[config.mk]
export PLATFORM = sky130hd
export DESIGN_NAME = imem_load_ctrl_flat
export DESIGN_NICKNAME = d
export VERILOG_FILES = /design/src/rtl/imem_load_ctrl_pkg.sv /design/src/rtl/imem_load_ctrl_if.sv /design/src/rtl/imem_load_ctrl_packer.sv /design/src/rtl/imem_load_ctrl.sv /design/src/flat_wrapper.sv
export SDC_FILE = /design/constraint.sdc
export NUM_CORES = 1
export LEC_CHECK = 0
export CELL_PAD_IN_SITES_DETAIL_PLACEMENT = 0
export CELL_PAD_IN_SITES_GLOBAL_PLACEMENT = 2
export CORE_ASPECT_RATIO = 0.9
export CORE_MARGIN = 2
export CORE_UTILIZATION = 21
export CTS_BUF_LIST = sky130_fd_sc_hd__clkbuf_16
export CTS_CLUSTER_SIZE = 12
export DETAILED_ROUTE_END_ITERATION = 7
export PLACE_DENSITY_LB_ADDON = 0.08
export REMOVE_ABC_BUFFERS = 1
export SYNTH_ARGS = -nofsm -noshare
export SYNTH_HDL_FRONTEND = slang
export SYNTH_HIERARCHICAL = 1
export SYNTH_SLANG_ARGS = --single-unit
export TNS_END_PERCENT = 1
[constraint.sdc]
create_clock -name clk -period 2.5 [get_ports clk]
set_input_delay 0.5 -clock clk [delete_from_list [all_inputs] [get_ports clk]]
set_output_delay 0.5 -clock clk [all_outputs]
set_load 0.01 [all_outputs]
[src/rtl/imem_load_ctrl_pkg.sv]
// Shared types and constants for the instruction-memory load controller.
// Defines package imem_ctrl_pkg: FSM state enum, BRAM geometry, fault mask, length clamp.
package imem_ctrl_pkg;

    localparam int IMEM_DEPTH  = 1024;
    localparam int IMEM_ADDR_W = 10;
    localparam int IMEM_LEN_W  = 11;

    // Any set bit here means the fetch address lies outside the 4 KiB image.
    localparam logic [31:0] IMEM_FAULT_MASK = 32'hFFFF_F000;

    typedef enum logic [1:0] {
        IDLE    = 2'd0,
        COLLECT = 2'd1,
        WRITE   = 2'd2
    } imem_state_e;

    function automatic logic [IMEM_LEN_W-1:0] clamp_len(input logic [IMEM_LEN_W-1:0] len);
        return (len > IMEM_LEN_W'(IMEM_DEPTH)) ? IMEM_LEN_W'(IMEM_DEPTH) : len;
    endfunction

endpackage

[src/rtl/imem_load_ctrl_if.sv]
// Bundle of fetch, loader and BRAM signals around the instruction-memory load controller.
// Handshakes: a transfer happens on a rising edge where both the request/valid and ready are 1.
interface imem_load_ctrl_if;
    import imem_ctrl_pkg::*;

    logic                  fetch_req;
    logic [31:0]           fetch_addr;
    logic                  fetch_ready;
    logic                  fetch_valid;
    logic [31:0]           fetch_instr;
    logic                  fetch_fault;

    logic                  load_start;
    logic [IMEM_LEN_W-1:0] load_len;
    logic                  ld_byte_valid;
    logic                  ld_byte_ready;
    logic [7:0]            ld_byte;
    logic                  busy;
    logic                  load_done;
    logic [31:0]           load_checksum;

    logic                   bram_we;
    logic [IMEM_ADDR_W-1:0] bram_addr;
    logic [31:0]            bram_wdata;
    logic [31:0]            bram_rdata;

    modport slave (
        input  fetch_req, fetch_addr, load_start, load_len, ld_byte_valid, ld_byte, bram_rdata,
        output fetch_ready, fetch_valid, fetch_instr, fetch_fault, ld_byte_ready, busy,
               load_done, load_checksum, bram_we, bram_addr, bram_wdata
    );

    modport master (
        output fetch_req, fetch_addr, load_start, load_len, ld_byte_valid, ld_byte, bram_rdata,
        input  fetch_ready, fetch_valid, fetch_instr, fetch_fault, ld_byte_ready, busy,
               load_done, load_checksum, bram_we, bram_addr, bram_wdata
    );

endinterface

[src/rtl/imem_load_ctrl_packer.sv]
// imem_byte_packer: accepts loader bytes and assembles them little-endian into a 32-bit word.
// word_ready_o strobes in the cycle the fourth byte of a word is accepted.
module imem_byte_packer (
    input  logic        clk,
    input  logic        rst,
    input  logic        clear_i,
    input  logic        enable_i,
    input  logic        byte_valid_i,
    input  logic [7:0]  byte_i,
    output logic        byte_ready_o,
    output logic [31:0] word_o,
    output logic        word_ready_o
);

    logic [1:0]  idx_q, idx_d;
    logic [31:0] word_q, word_d;
    logic        accept;

    assign byte_ready_o = enable_i && !rst;
    assign accept       = byte_valid_i && byte_ready_o;

    always_comb begin
        idx_d  = idx_q;
        word_d = word_q;
        if (clear_i) begin
            idx_d = 2'd0;
        end else if (accept) begin
            word_d[{idx_q, 3'b000} +: 8] = byte_i;
            idx_d = idx_q + 2'd1;
        end
    end

    always_ff @(posedge clk) begin
        if (rst) begin
            idx_q  <= 2'd0;
            word_q <= 32'h0;
        end else begin
            idx_q  <= idx_d;
            word_q <= word_d;
        end
    end

    assign word_o       = word_q;
    assign word_ready_o = accept && (idx_q == 2'd3);

endmodule

[src/rtl/imem_load_ctrl.sv]
// Shares the instruction BRAM between fetch reads and a byte-stream program loader.
// Optional IMEM_LOAD_CHECKSUM_EN: load_checksum sums every written word (else tied to 0).
module imem_load_ctrl
    import imem_ctrl_pkg::*;
(
    input  logic              clk,
    input  logic              rst,
    imem_load_ctrl_if.slave   bus,
    output imem_state_e       dbg_state_o
);

    imem_state_e           state_q, state_d;
    logic [IMEM_LEN_W-1:0] len_q, len_d, word_cnt_q, word_cnt_d, len_in, word_cnt_inc;
    logic                  load_acc, fetch_acc, last_word, word_ready, load_done_d;
    logic                  fetch_valid_q, fetch_fault_q, load_done_q;
    logic [31:0]           packed_word;

    assign len_in       = clamp_len(bus.load_len);
    assign load_acc     = (state_q == IDLE) && bus.load_start && !rst;
    assign fetch_acc    = bus.fetch_req && bus.fetch_ready;
    assign word_cnt_inc = word_cnt_q + IMEM_LEN_W'(1);
    assign last_word    = (word_cnt_inc == len_q);

    imem_byte_packer u_packer (
        .clk          (clk),
        .rst          (rst),
        .clear_i      (load_acc),
        .enable_i     (state_q == COLLECT),
        .byte_valid_i (bus.ld_byte_valid),
        .byte_i       (bus.ld_byte),
        .byte_ready_o (bus.ld_byte_ready),
        .word_o       (packed_word),
        .word_ready_o (word_ready)
    );

    always_ff @(posedge clk) begin
        if (rst) state_q <= IDLE;
        else     state_q <= state_d;
    end

    always_comb begin
        state_d = state_q;
        case (state_q)
            IDLE:    if (load_acc && (len_in != '0)) state_d = COLLECT;
            COLLECT: if (word_ready) state_d = WRITE;
            WRITE:   state_d = last_word ? IDLE : COLLECT;
            default: state_d = IDLE;
        endcase
    end

    // A load command in the same cycle as a fetch request wins the BRAM port.
    always_comb begin
        bus.fetch_ready = (state_q == IDLE) && !bus.load_start && !rst;
        bus.busy        = (state_q != IDLE);
        bus.bram_we     = (state_q == WRITE);
        bus.bram_wdata  = packed_word;
        bus.bram_addr   = (state_q == IDLE) ? bus.fetch_addr[11:2]
                                            : word_cnt_q[IMEM_ADDR_W-1:0];
    end

    always_comb begin
        len_d       = len_q;
        word_cnt_d  = word_cnt_q;
        load_done_d = (load_acc && (len_in == '0)) || ((state_q == WRITE) && last_word);
        if (load_acc) begin
            len_d      = len_in;
            word_cnt_d = '0;
        end else if (state_q == WRITE) begin
            word_cnt_d = word_cnt_inc;
        end
    end

    always_ff @(posedge clk) begin
        if (rst) begin
            len_q         <= '0;
            word_cnt_q    <= '0;
            fetch_valid_q <= 1'b0;
            fetch_fault_q <= 1'b0;
            load_done_q   <= 1'b0;
        end else begin
            len_q         <= len_d;
            word_cnt_q    <= word_cnt_d;
            fetch_valid_q <= fetch_acc;
            fetch_fault_q <= fetch_acc && ((bus.fetch_addr & IMEM_FAULT_MASK) != 32'h0);
            load_done_q   <= load_done_d;
        end
    end

    // The BRAM output register supplies the data; a faulting fetch reads back as zero.
    assign bus.fetch_valid = fetch_valid_q;
    assign bus.fetch_fault = fetch_fault_q;
    assign bus.fetch_instr = (fetch_valid_q && !fetch_fault_q) ? bus.bram_rdata : 32'h0;
    assign bus.load_done   = load_done_q;
    assign dbg_state_o     = state_q;

`ifdef IMEM_LOAD_CHECKSUM_EN
    logic [31:0] csum_q, csum_d;

    always_comb begin
        csum_d = csum_q;
        if (load_acc)               csum_d = 32'h0;
        else if (state_q == WRITE)  csum_d = csum_q + packed_word;
    end

    always_ff @(posedge clk) begin
        if (rst) csum_q <= 32'h0;
        else     csum_q <= csum_d;
    end

    assign bus.load_checksum = csum_q;
`else
    assign bus.load_checksum = 32'h0;
`endif

endmodule

[src/flat_wrapper.sv]
// flat-port wrapper written by rule: the top's interface ports become plain ports
module imem_load_ctrl_flat import imem_ctrl_pkg::*;
  (clk, rst, dbg_state_o, bus_fetch_req, bus_fetch_addr, bus_load_start, bus_load_len, bus_ld_byte_valid, bus_ld_byte, bus_bram_rdata, bus_fetch_ready, bus_fetch_valid, bus_fetch_instr, bus_fetch_fault, bus_ld_byte_ready, bus_busy, bus_load_done, bus_load_checksum, bus_bram_we, bus_bram_addr, bus_bram_wdata);
  imem_load_ctrl_if bus_i ();
  input  logic clk;
  input  logic rst;
  output imem_state_e dbg_state_o;
  input wire logic [$bits(bus_i.fetch_req)-1:0] bus_fetch_req;
  input wire logic [$bits(bus_i.fetch_addr)-1:0] bus_fetch_addr;
  input wire logic [$bits(bus_i.load_start)-1:0] bus_load_start;
  input wire logic [$bits(bus_i.load_len)-1:0] bus_load_len;
  input wire logic [$bits(bus_i.ld_byte_valid)-1:0] bus_ld_byte_valid;
  input wire logic [$bits(bus_i.ld_byte)-1:0] bus_ld_byte;
  input wire logic [$bits(bus_i.bram_rdata)-1:0] bus_bram_rdata;
  output wire logic [$bits(bus_i.fetch_ready)-1:0] bus_fetch_ready;
  output wire logic [$bits(bus_i.fetch_valid)-1:0] bus_fetch_valid;
  output wire logic [$bits(bus_i.fetch_instr)-1:0] bus_fetch_instr;
  output wire logic [$bits(bus_i.fetch_fault)-1:0] bus_fetch_fault;
  output wire logic [$bits(bus_i.ld_byte_ready)-1:0] bus_ld_byte_ready;
  output wire logic [$bits(bus_i.busy)-1:0] bus_busy;
  output wire logic [$bits(bus_i.load_done)-1:0] bus_load_done;
  output wire logic [$bits(bus_i.load_checksum)-1:0] bus_load_checksum;
  output wire logic [$bits(bus_i.bram_we)-1:0] bus_bram_we;
  output wire logic [$bits(bus_i.bram_addr)-1:0] bus_bram_addr;
  output wire logic [$bits(bus_i.bram_wdata)-1:0] bus_bram_wdata;
  assign bus_i.fetch_req = bus_fetch_req;
  assign bus_i.fetch_addr = bus_fetch_addr;
  assign bus_i.load_start = bus_load_start;
  assign bus_i.load_len = bus_load_len;
  assign bus_i.ld_byte_valid = bus_ld_byte_valid;
  assign bus_i.ld_byte = bus_ld_byte;
  assign bus_i.bram_rdata = bus_bram_rdata;
  assign bus_fetch_ready = bus_i.fetch_ready;
  assign bus_fetch_valid = bus_i.fetch_valid;
  assign bus_fetch_instr = bus_i.fetch_instr;
  assign bus_fetch_fault = bus_i.fetch_fault;
  assign bus_ld_byte_ready = bus_i.ld_byte_ready;
  assign bus_busy = bus_i.busy;
  assign bus_load_done = bus_i.load_done;
  assign bus_load_checksum = bus_i.load_checksum;
  assign bus_bram_we = bus_i.bram_we;
  assign bus_bram_addr = bus_i.bram_addr;
  assign bus_bram_wdata = bus_i.bram_wdata;
  imem_load_ctrl u_core (.clk(clk), .rst(rst), .bus(bus_i), .dbg_state_o(dbg_state_o));
endmodule
==> results.cfg, run 1 <==
[outcome]
status = finished, final reports clean

[sta]
hold_violations = 0
clock.fmax_mhz = 418
skew_ns = 0.00467
max_slew.worst_pin.slew_ns = 1.07
slew_viol_final = 0
period_needed_ns = 2.39
slew_headroom_pct = 28.7
min_period_over_period_pct = 95.8
rsz0062_at_grt = false
whs_ns = 0.460
finalSetupViolCount = 0
finalSetupTns_ns = 0
setup_ws_ns = 0.105

[global_route]
grt_first_pass_wirelength_mm = 18.9
antenna_found_initial = 0
grt.total_usage_pct = 13.4
grt_pass1_vias = 3349
grt_max_degree = 33
gr-total-overflow = 0

[cells_and_area]
drive_above_1_share_pct = 9.56
fin_nets = 685
antenna_cells = 0
area_growth_pct = 57.0
postLayoutCellArea_um2 = 5710

[detailed_routing]
dr.pass1.iters = 4
drc = 0
wl_mm = 12.7
first_iter_violations = 237
m1WireLength_mm = 6.00
wl_per_cell_um = 15.7
ant_nets = 0
highest_layer = met4
dr_wl_met3_mm = 1.04
dr_total_vias = 3593
routed_via_density = 4.45
wl_met2_mm = 5.51

[clocking]
cts_max_path_buffers = 2
htree_levels = 3
clkTransAtPathRegs_ns = 0.05
cts_tree = done
cts-root-buf = clkbuf_16
cts_made_buffers = 9
cts_setup_buffers = 0
clock_sinks = 61
clock_latency_ns = 0.33
hold_buffers = 0

[synthesis]
ys.flop_type = dfxtp_1
synthArstFlopShare_pct = 0
yosys_warnings = 6
avgSynthCellArea_um2 = 8.70
netlist_instances = 418
synth_enable_flop_cells = 0
yosysTopAreaCellShare_pct = 33.6
yosys_register_bits = 61
yosys-top-cells-area = dfxtp_1 34%, buf_4 6.8%, and2_1 5.8%
yosysTopAreaCell = dfxtp_1
synth.yosys.seq_area_share_pct = 33.6
synth_area_um2 = 3640
ys_types = 56

[placed_design]
dp_hpwl_mm = 9.94
place_area_um2 = 5410
gp_congestion = 0.738
port_buffers = 168
dpl_worst_slack_ns = 0.0444

[floorplan]
die_area_um2 = 18400
die_w_um = 143
ios = 203
die_h_um = 129
initial_core_util_pct = 21.5
coreArea_um2 = 16900
num_rows = 45

[worst_setup_path]
path_cells = clkdlybuf4s50_1 -> nor3_2 -> buf_4 -> clkdlybuf4s50_1
critPathMaxStageDelay_ns = 0.52
cp.arrival_ns = 1.89
cp_max_fo = 3
cpMaxStageDelayCell = clkdlybuf4s50_1
crit_required_ns = 2.00
critPathCaptureType = output pin
critPathKind = input pin to output pin
cp_common_cell = clkdlybuf4s50_1
start_kind = input pin

[job]
maxCapViolCount = 0

[pwr]
cellLeakagePower_nw = 2.10
power_mw = 2.70
power.density_nw_per_um2 = 474
ir_worst_vdd_mv = 0.267

[worst_hold_path]
hp-class = flop to flop
metrics by stage:
| step | std cells | util, % |
|---|---|---|
| 6_report | 807 | 33.8 |
| 5_1_grt | 807 | 33.8 |
| 4_1_cts | 807 | 33.7 |
| 3_5_place_dp | 791 | 32.0 |
| 3_3_place_gp | 791 | 32.0 |
| 2_1_floorplan | 389 | - |
path summary, 6_finish.rpt:
| path | startpoint | endpoint | slack [ns] | cells past startpoint |
|---|---|---|---|---|
| worst min-delay path | u_core/u_packer/word_o[7] | u_core/u_packer/word_o[7] | 0.46 | 2 |
| worst max register to register | u_core/word_cnt_q[1] | u_core/bus.load_done | 0.31 | 6 |
| worst min register to register | u_core/u_packer/word_o[7] | u_core/u_packer/word_o[7] | 0.46 | 2 |
| worst max-delay path | rst | bus_fetch_ready | 0.11 | 4 |
what timing repair did:
action | CTS | global route
gates resized for setup | 1 | 3
cloned | 0 | 0
endpoints found under the setup margin | 8 | 10
synth_stat cells, types with 8 or more instances:
cell,instances
o21ai_0,34
nor4_1,8
inv_1,10
and2_1,34
dfxtp_1,61
buf_6,8
nand4b_1,8
mux2_2,8
nand3_1,10
xnor2_1,12
nand2_1,15
o21ai_1,8
buf_4,33
nand4_1,27
a21oi_1,32
a22o_1,10
nor2_1,16
nand2b_1,9
power breakdown:
| group | switching, mW | leakage (nW) | internal (mW) |
|---|---|---|---|
| Clock | 0.433 | 0.145 | 0.756 |
| Combinational | 0.225 | 1.46 | 0.279 |
| Sequential | 0.0184 | 0.493 | 0.993 |
| Total | 0.677 | 2.10 | 2.03 |
final cells by class:
type                            instances  area (µm²)
Clock buffer                            9         225
Timing Repair Buffer                  191        1860
Tap cell                              211         264
Sequential cell                        61        1220
Clock inverter                          7        58.8
Inverter                               11        41.3
Fill cell                            1745       11200
Multi-Input combinational cell        317        2040
layer usage:
metal / up-vias / track usage, %
li1: 1786 / -
met1: 1646 / 18.1
met2: 147 / 21.0
met3: 14 / 3.50
met4: 0 / 4.25
met5: - / 0
flip-flops by register name, indices dropped and copies added, names as in the netlist:
| register | count |
|---|---|
| u_core/u_packer/idx_q | 2 |
| u_core/dbg_state_o | 2 |
| u_core/bus.load_done | 1 |
| u_core/bus.fetch_fault | 1 |
| u_core/bus.fetch_valid | 1 |
| u_core/len_q | 11 |
| u_core/word_cnt_q | 11 |
| u_core/u_packer/word_o | 32 |
cell usage in the layout (no fill, tap or decap), types with 2 or more instances in the layout:
cell / instances
inv_1: 12
nand4_1: 27
xor2_1: 7
o21ai_1: 8
xnor2_1: 12
conb_1: 32
nor2_1: 15
dfxtp_1: 61
nand2_1: 15
nor4_1: 8
o21ai_0: 34
a21oi_1: 32
nor4b_4: 2
and3_1: 2
nor2b_1: 3
and2_1: 34
mux2_2: 8
nand2b_1: 9
and4bb_1: 2
or3_1: 3
clkinv_2: 2
clkbuf_16: 9
ha_1: 6
nand3_1: 10
nand4b_1: 8
nor3_1: 4
buf_4: 23
a22o_1: 10
o31ai_1: 2
clkdlybuf4s50_1: 167
critical path, delay by kind of cell:
kind,cells,cell delay (ns)
and+or+nand+nor,1,0.21
buffers and inverters,3,1.18
cell families (layout without fill, tap and decap cells):
group,count (synthesis),in the layout,synth area share [%]
other,1,32,0.103
buffers and inverters,71,218,13.8
adder cells (fa/ha/maj),7,7,2.34
XOR/XNOR,19,19,4.58
AND/OR/NAND/NOR,155,155,27.6
flip-flops,61,61,33.6
multiplexers,9,9,2.75
AO/OA/AOI/OAI,95,95,15.2
No activity file was read; power rests on OpenSTA's default activity.
==> inputs of run 2 (changes only) <==
SKIP_CTS_REPAIR_TIMING = 1   (was not set)
==> results of run 2 <==
Final layout, timing and power as in run 1 (identical DEF).
